==> config.mk <==
export PLATFORM = sky130hd
export DESIGN_NAME = e2lp_led_controller
export DESIGN_NICKNAME = d
export VERILOG_FILES = /design/src/rtl/e2lp_led_controller.sv
export SDC_FILE = /design/constraint.sdc
export NUM_CORES = 1
export LEC_CHECK = 0
export CORE_MARGIN = 5
export CORE_UTILIZATION = 60
export CTS_CLUSTER_SIZE = 25
export DETAILED_ROUTE_END_ITERATION = 6
export DONT_BUFFER_PORTS = 1
export PLACE_DENSITY = 0.8
export SYNTH_ARGS = -nofsm -noshare
export SYNTH_HDL_FRONTEND = slang
export SYNTH_SLANG_ARGS = --single-unit
==> constraint.sdc <==
create_clock -name system_clock -period 3.1 [get_ports system_clock]
set_input_delay 0.62 -clock system_clock [delete_from_list [all_inputs] [get_ports system_clock]]
set_output_delay 0.62 -clock system_clock [all_outputs]
set_load 0.02 [all_outputs]
==> src/rtl/e2lp_led_controller.sv <==
// LED pad controller: host-written pattern with static, blink, PWM-dim and scroll modes.
// Capture registers are separate from the pad registers, so a write shows up two edges later.
module e2lp_led_controller #(
   parameter int LED_COUNT   = 8,
   parameter int PWM_BITS    = 4,
   parameter int PRESCALE    = 1024,
   parameter int BLINK_TICKS = 256
) (
   input  logic                 system_clock,
   input  logic                 system_reset,
   input  logic [LED_COUNT-1:0] i_Leds,
   input  logic [1:0]           i_Mode,
   input  logic [PWM_BITS-1:0]  i_Brightness,
   input  logic                 Set,
   output logic [LED_COUNT-1:0] LEDS,
   output logic                 Phase
);

   localparam int PS_W  = $clog2(PRESCALE);
   localparam int BT_W  = (BLINK_TICKS > 1) ? $clog2(BLINK_TICKS) : 1;
   localparam int OFF_W = $clog2(LED_COUNT);

   localparam logic [PS_W-1:0]  PS_LAST  = PS_W'(PRESCALE - 1);
   localparam logic [BT_W-1:0]  BT_LAST  = BT_W'(BLINK_TICKS - 1);
   localparam logic [OFF_W-1:0] OFF_LAST = OFF_W'(LED_COUNT - 1);

   typedef enum logic [1:0] {
      MODE_STATIC = 2'd0,
      MODE_BLINK  = 2'd1,
      MODE_PWM    = 2'd2,
      MODE_SCROLL = 2'd3
   } mode_e;

   logic [LED_COUNT-1:0] r_pattern;
   mode_e                r_mode;
   logic [PWM_BITS-1:0]  r_bright;
   logic [PS_W-1:0]      r_presc;
   logic [BT_W-1:0]      r_blink;
   logic [OFF_W-1:0]     r_off;
   logic                 r_phase;
   logic [PWM_BITS-1:0]  r_pwm;
   logic [LED_COUNT-1:0] r_leds;

   logic                   w_tick;
   logic                   w_wrap;
   logic                   w_pwm_on;
   logic [2*LED_COUNT-1:0] w_dbl;
   logic [LED_COUNT-1:0]   w_rot;
   logic [LED_COUNT-1:0]   w_disp;

   assign w_tick   = (r_presc == PS_LAST);
   assign w_wrap   = w_tick && (r_blink == BT_LAST);
   assign w_pwm_on = (r_pwm < r_bright);

   // Rotate-left via a doubled copy: the upper half is the wrapped result.
   assign w_dbl = {r_pattern, r_pattern} << r_off;
   assign w_rot = w_dbl[2*LED_COUNT-1:LED_COUNT];

   // Capture stage
   always_ff @(posedge system_clock or posedge system_reset) begin
      if (system_reset) begin
         r_pattern <= '0;
         r_mode    <= MODE_STATIC;
         r_bright  <= '0;
      end else if (Set) begin
         r_pattern <= i_Leds;
         r_mode    <= mode_e'(i_Mode);
         r_bright  <= i_Brightness;
      end
   end

   // Timebase: a write restarts the display sequence and beats a coincident tick.
   always_ff @(posedge system_clock or posedge system_reset) begin
      if (system_reset) begin
         r_presc <= '0;
         r_blink <= '0;
         r_phase <= 1'b0;
         r_off   <= '0;
      end else if (Set) begin
         r_presc <= '0;
         r_blink <= '0;
         r_phase <= 1'b0;
         r_off   <= '0;
      end else begin
         r_presc <= w_tick ? '0 : r_presc + 1'b1;
         if (w_tick)
            r_blink <= (r_blink == BT_LAST) ? '0 : r_blink + 1'b1;
         if (w_wrap) begin
            r_phase <= ~r_phase;
            if (r_mode == MODE_SCROLL)
               r_off <= (r_off == OFF_LAST) ? '0 : r_off + 1'b1;
         end
      end
   end

   // PWM counter free-runs and is not restarted by writes.
   always_ff @(posedge system_clock or posedge system_reset) begin
      if (system_reset) r_pwm <= '0;
      else              r_pwm <= r_pwm + 1'b1;
   end

   always_comb begin
      w_disp = r_pattern;
      unique case (r_mode)
         MODE_STATIC: w_disp = r_pattern;
         MODE_BLINK:  w_disp = r_phase ? '0 : r_pattern;
         MODE_PWM:    w_disp = r_pattern & {LED_COUNT{w_pwm_on}};
         MODE_SCROLL: w_disp = w_rot;
         default:     w_disp = r_pattern;
      endcase
   end

   // Output stage
   always_ff @(posedge system_clock or posedge system_reset) begin
      if (system_reset) r_leds <= '0;
      else              r_leds <= w_disp;
   end

   assign LEDS  = r_leds;
   assign Phase = r_phase;

endmodule
==> impl_results.md <==
* WL final at around 4.4 mm
* Clk pwr share at 0.373
* Fin crit share at 0.646
* Worst path slowest cell: or4_1
* Drt wl/cell at 15.9 microns
* Final hold slack at between 0.3 and 0.4 ns
* Initial Utilization at 0.610
* Final Setup Violations at 0
* Largest family of logic cells by synthesized area: simple AND/OR/NAND/NOR gates
* Met1 Use GR at 0.250
* Final net count at 249
* Met3 Use GR at 0.0592
* Final core utilization at 0.648
* R2R Path Start: r_presc[0]
* Crit-path cells: ha_1, nand2_1, or3_4, or4_1, a21oi_1
* Setup CP Type: flop to flop
* Max stage delay on crit path at approximately 0.5 ns
* Compound-gate portion of the synthesized area at 0.131
* Layout fillers at 313
* Starting DRT DRC Count at 157
* CP startpoint: r_presc[0]
* Most common cell after layout, fill and taps aside: dfrtp_1
* Row count at 23
* Sw Pwr at 0.306 mW
* Layout cells sized above 1 at 0.107
* Worst EP required at 3.33 ns
* Clk buf depth at 2
* Fin. Hold Viols at 0
* Peak VDD IR at between 0.0003 and 0.0004 V
* Total power at 1.27 mW
* Leakage at 1.04 nW
* Synthesized-area fraction occupied by adder cells at 0.0419
* Fmax at about 0.5 GHz
* Status: completed
* EDFF count, synth at 0
* H-Tree Depth at 2
* Post-synthesis mux area share at 0.0896
* Max Cap Viol at 0
* Post-Syn Area per Cell at 10.6 sq um
* GPL Wtd Cong at slightly above 0.9
* Drt pass-1 iters at 4
* Area Overhead vs Synth at 6.24%
* Clk root buf: clkbuf_8
* Crit path DAT at ~2.2 ns
* R2r setup slk at about 1.1 ns
* Synth Flop Type: dfrtp_1
* Synth Area in XOR/XNOR at 0.0404
* Vias per inst at slightly above 6
* Sequential cell fraction of total power at 0.560
* Synth cell types at 38
* RSZ-0062 raised after global routing: no
* Reg clk slew, reported paths at 0.09 ns
* CTS tree: done
* Detailed-placement wirelength estimate at roughly 3.1 mm
* Largest net degree at the start of global routing at 49
* Fraction of registers with async set/reset at 1.00
* Max_slew headroom at 0.372
* Setup TNS at 0 ns
* Post-Syn Instances at 226
* Initial antenna violation count at 0
* Mapped Area at 2390 sq um
* Synthesis Warnings at 0
* Setup Skew at 0.0109 ns
* N_diodes at 0
* CP startpoint kind: flop
* # hold bufs at CTS at 0
* DR vias at ~1.7k
* Final Critical Period at 2.00 ns
* Die area at 5340 sq um
* Mapped Nets at 251
* Post-CTS Resized at 0
* Worst-skew pair later-pin latency at ~0.30 ns
* Drt drc at 0
* Vias in the first global route at 1,576
* Synth Register Bits at 48
* Slew @ Worst Pin at approximately 0.94 ns
* Sw frac at 0.242
* Post-CTS setup buffers at 0
* Synth area leader: dfrtp_1
* Remaining Overflow, GRT at 0
* Reg-to-Reg End: r_blink[5]
* Pwr dens at 499 nW/um^2
* GR met2 Demand/Resource at 0.276
* Combinational share of power at 0.067
* Die Y at 73.1 microns
* CTS Sinks at 48
* Slew Viols, Final at 0
* Gr usage total at 0.185
* Die W at 73.1 microns
* CP endpoint kind: flop
* Max Fanout on Critical Path at 14
* First-pass GRT wire length at around 7.5 mm
* Worst min path class: input pin to flop
* Core area at between 3000 and 4000 sq um
* Int Pwr at 0.960 mW
* Share of the synthesized area in the top cell type at 0.503
* IO Pins at 26
* Seq/Total Area, Yosys at 0.503
* Post-Synth Simple-Gate Area at 0.154
* Grt peak-use layer: met2
* Top cells by area, synth: dfrtp_1 50%, mux4_2 7.5%, o21ai_0 4.8%
* CTS buffer count at 5
* R2R cell count at 5
* Most frequent cells in the layout: 48 x dfrtp_1, 23 x o21ai_0, 21 x nand2_1
* Port bufs at 0
* Worst Setup EP: r_blink[5]
* Final ANT Viol Nets at 0
-- state kept, by name (all words and copies together), names as in the netlist, 2 cells and up --
| name | count |
|---|---|
| r_presc | 10 |
| r_mode | 2 |
| r_pattern | 8 |
| r_blink | 8 |
| LEDS | 8 |
| r_bright | 4 |
| r_off | 3 |
| r_pwm | 4 |
-- cell type report --
class | instances | area (sq um) | share of cell area
Sequential cell | 48 | 1200 | 0.474
Multi-Input combinational cell | 153 | 1090 | 0.430
Clock buffer | 6 | 82.6 | 0.0326
Tap cell | 50 | 62.6 | 0.0247
Inverter | 16 | 60.1 | 0.0237
Clock inverter | 2 | 38.8 | 0.0153
-- stage by stage --
step / area [sq um] / setup WS, ns / cells
3_5_place_dp: 2410 / 1.09 / 267
5_1_grt: 2540 / 0.993 / 275
4_1_cts: 2540 / 1.09 / 275
3_3_place_gp: 2410 / 1.17 / 267
6_report: 2540 / 1.10 / 275
2_1_floorplan: 2390 / 1.30 / 226
-- how the worst min path moves through the flow --
| stage | startpoint | endpoint | slack [ns] | cells after the start |
|---|---|---|---|---|
| after CTS | Set | Phase | 0.36 | 1 |
| after global routing | Set | r_blink[0] | 0.35 | 1 |
| final | Set | r_off[2] | 0.38 | 1 |
| after global placement | r_pwm[0] | r_pwm[0] | 0.47 | 1 |
| after detailed placement | r_pwm[3] | r_pwm[3] | 0.47 | 1 |
| after floorplan | r_pwm[0] | r_pwm[0] | 0.43 | 1 |
-- cell usage after synthesis, types with 2 or more instances --
cell,n
nor3_1,9
or3_1,2
nand3_1,10
xor2_1,3
o31ai_1,2
buf_1,3
o21ai_0,23
o22ai_1,2
dfrtp_1,48
or4_1,3
nor2_1,11
a211oi_1,3
mux4_2,8
ha_1,8
nand4_1,2
clkbuf_1,5
a21oi_1,9
xnor2_1,8
nor3b_1,2
a22oi_1,8
nor4_1,3
nand2_1,21
mux2_2,3
inv_1,16
-- power by group through the flow --
stage / Combinational, mW / Sequential [mW] / Clock (mW)
CTS: 0.0861 / 0.709 / 0.484
finish: 0.0852 / 0.709 / 0.473
detailed placement: 0.0858 / 0.722 / 0
global route: 0.0966 / 0.714 / 0.511
global placement: 0.0813 / 0.718 / 0
floorplan: 0.0744 / 0.712 / 0
-- critical path, delay by kind of cell, from the launching register on --
kind	cells	cell delay (ns)
simple gates	3	1.16
flops	1	0.39
fa+ha+maj	1	0.22
compound gates	1	0.16
-- kinds of logic after synthesis --
group	Yosys count
AND/OR/NAND/NOR	71
AO/OA/AOI/OAI	52
flip-flops	48
buffers and inverters	25
XOR/XNOR	11
multiplexers	11
adder cells (fa/ha/maj)	8
-- routing by layer --
layer / share of wire / vias to the layer above / routed length, microns
li1: - / 812 / -
met1: 0.46 / 812 / 2020
met2: 0.46 / 51 / 2010
met3: 0.062 / 8 / 270
met4: 0.020 / 0 / 88
met5: 0 / - / 0
Power figures use the tool's default switching activity.
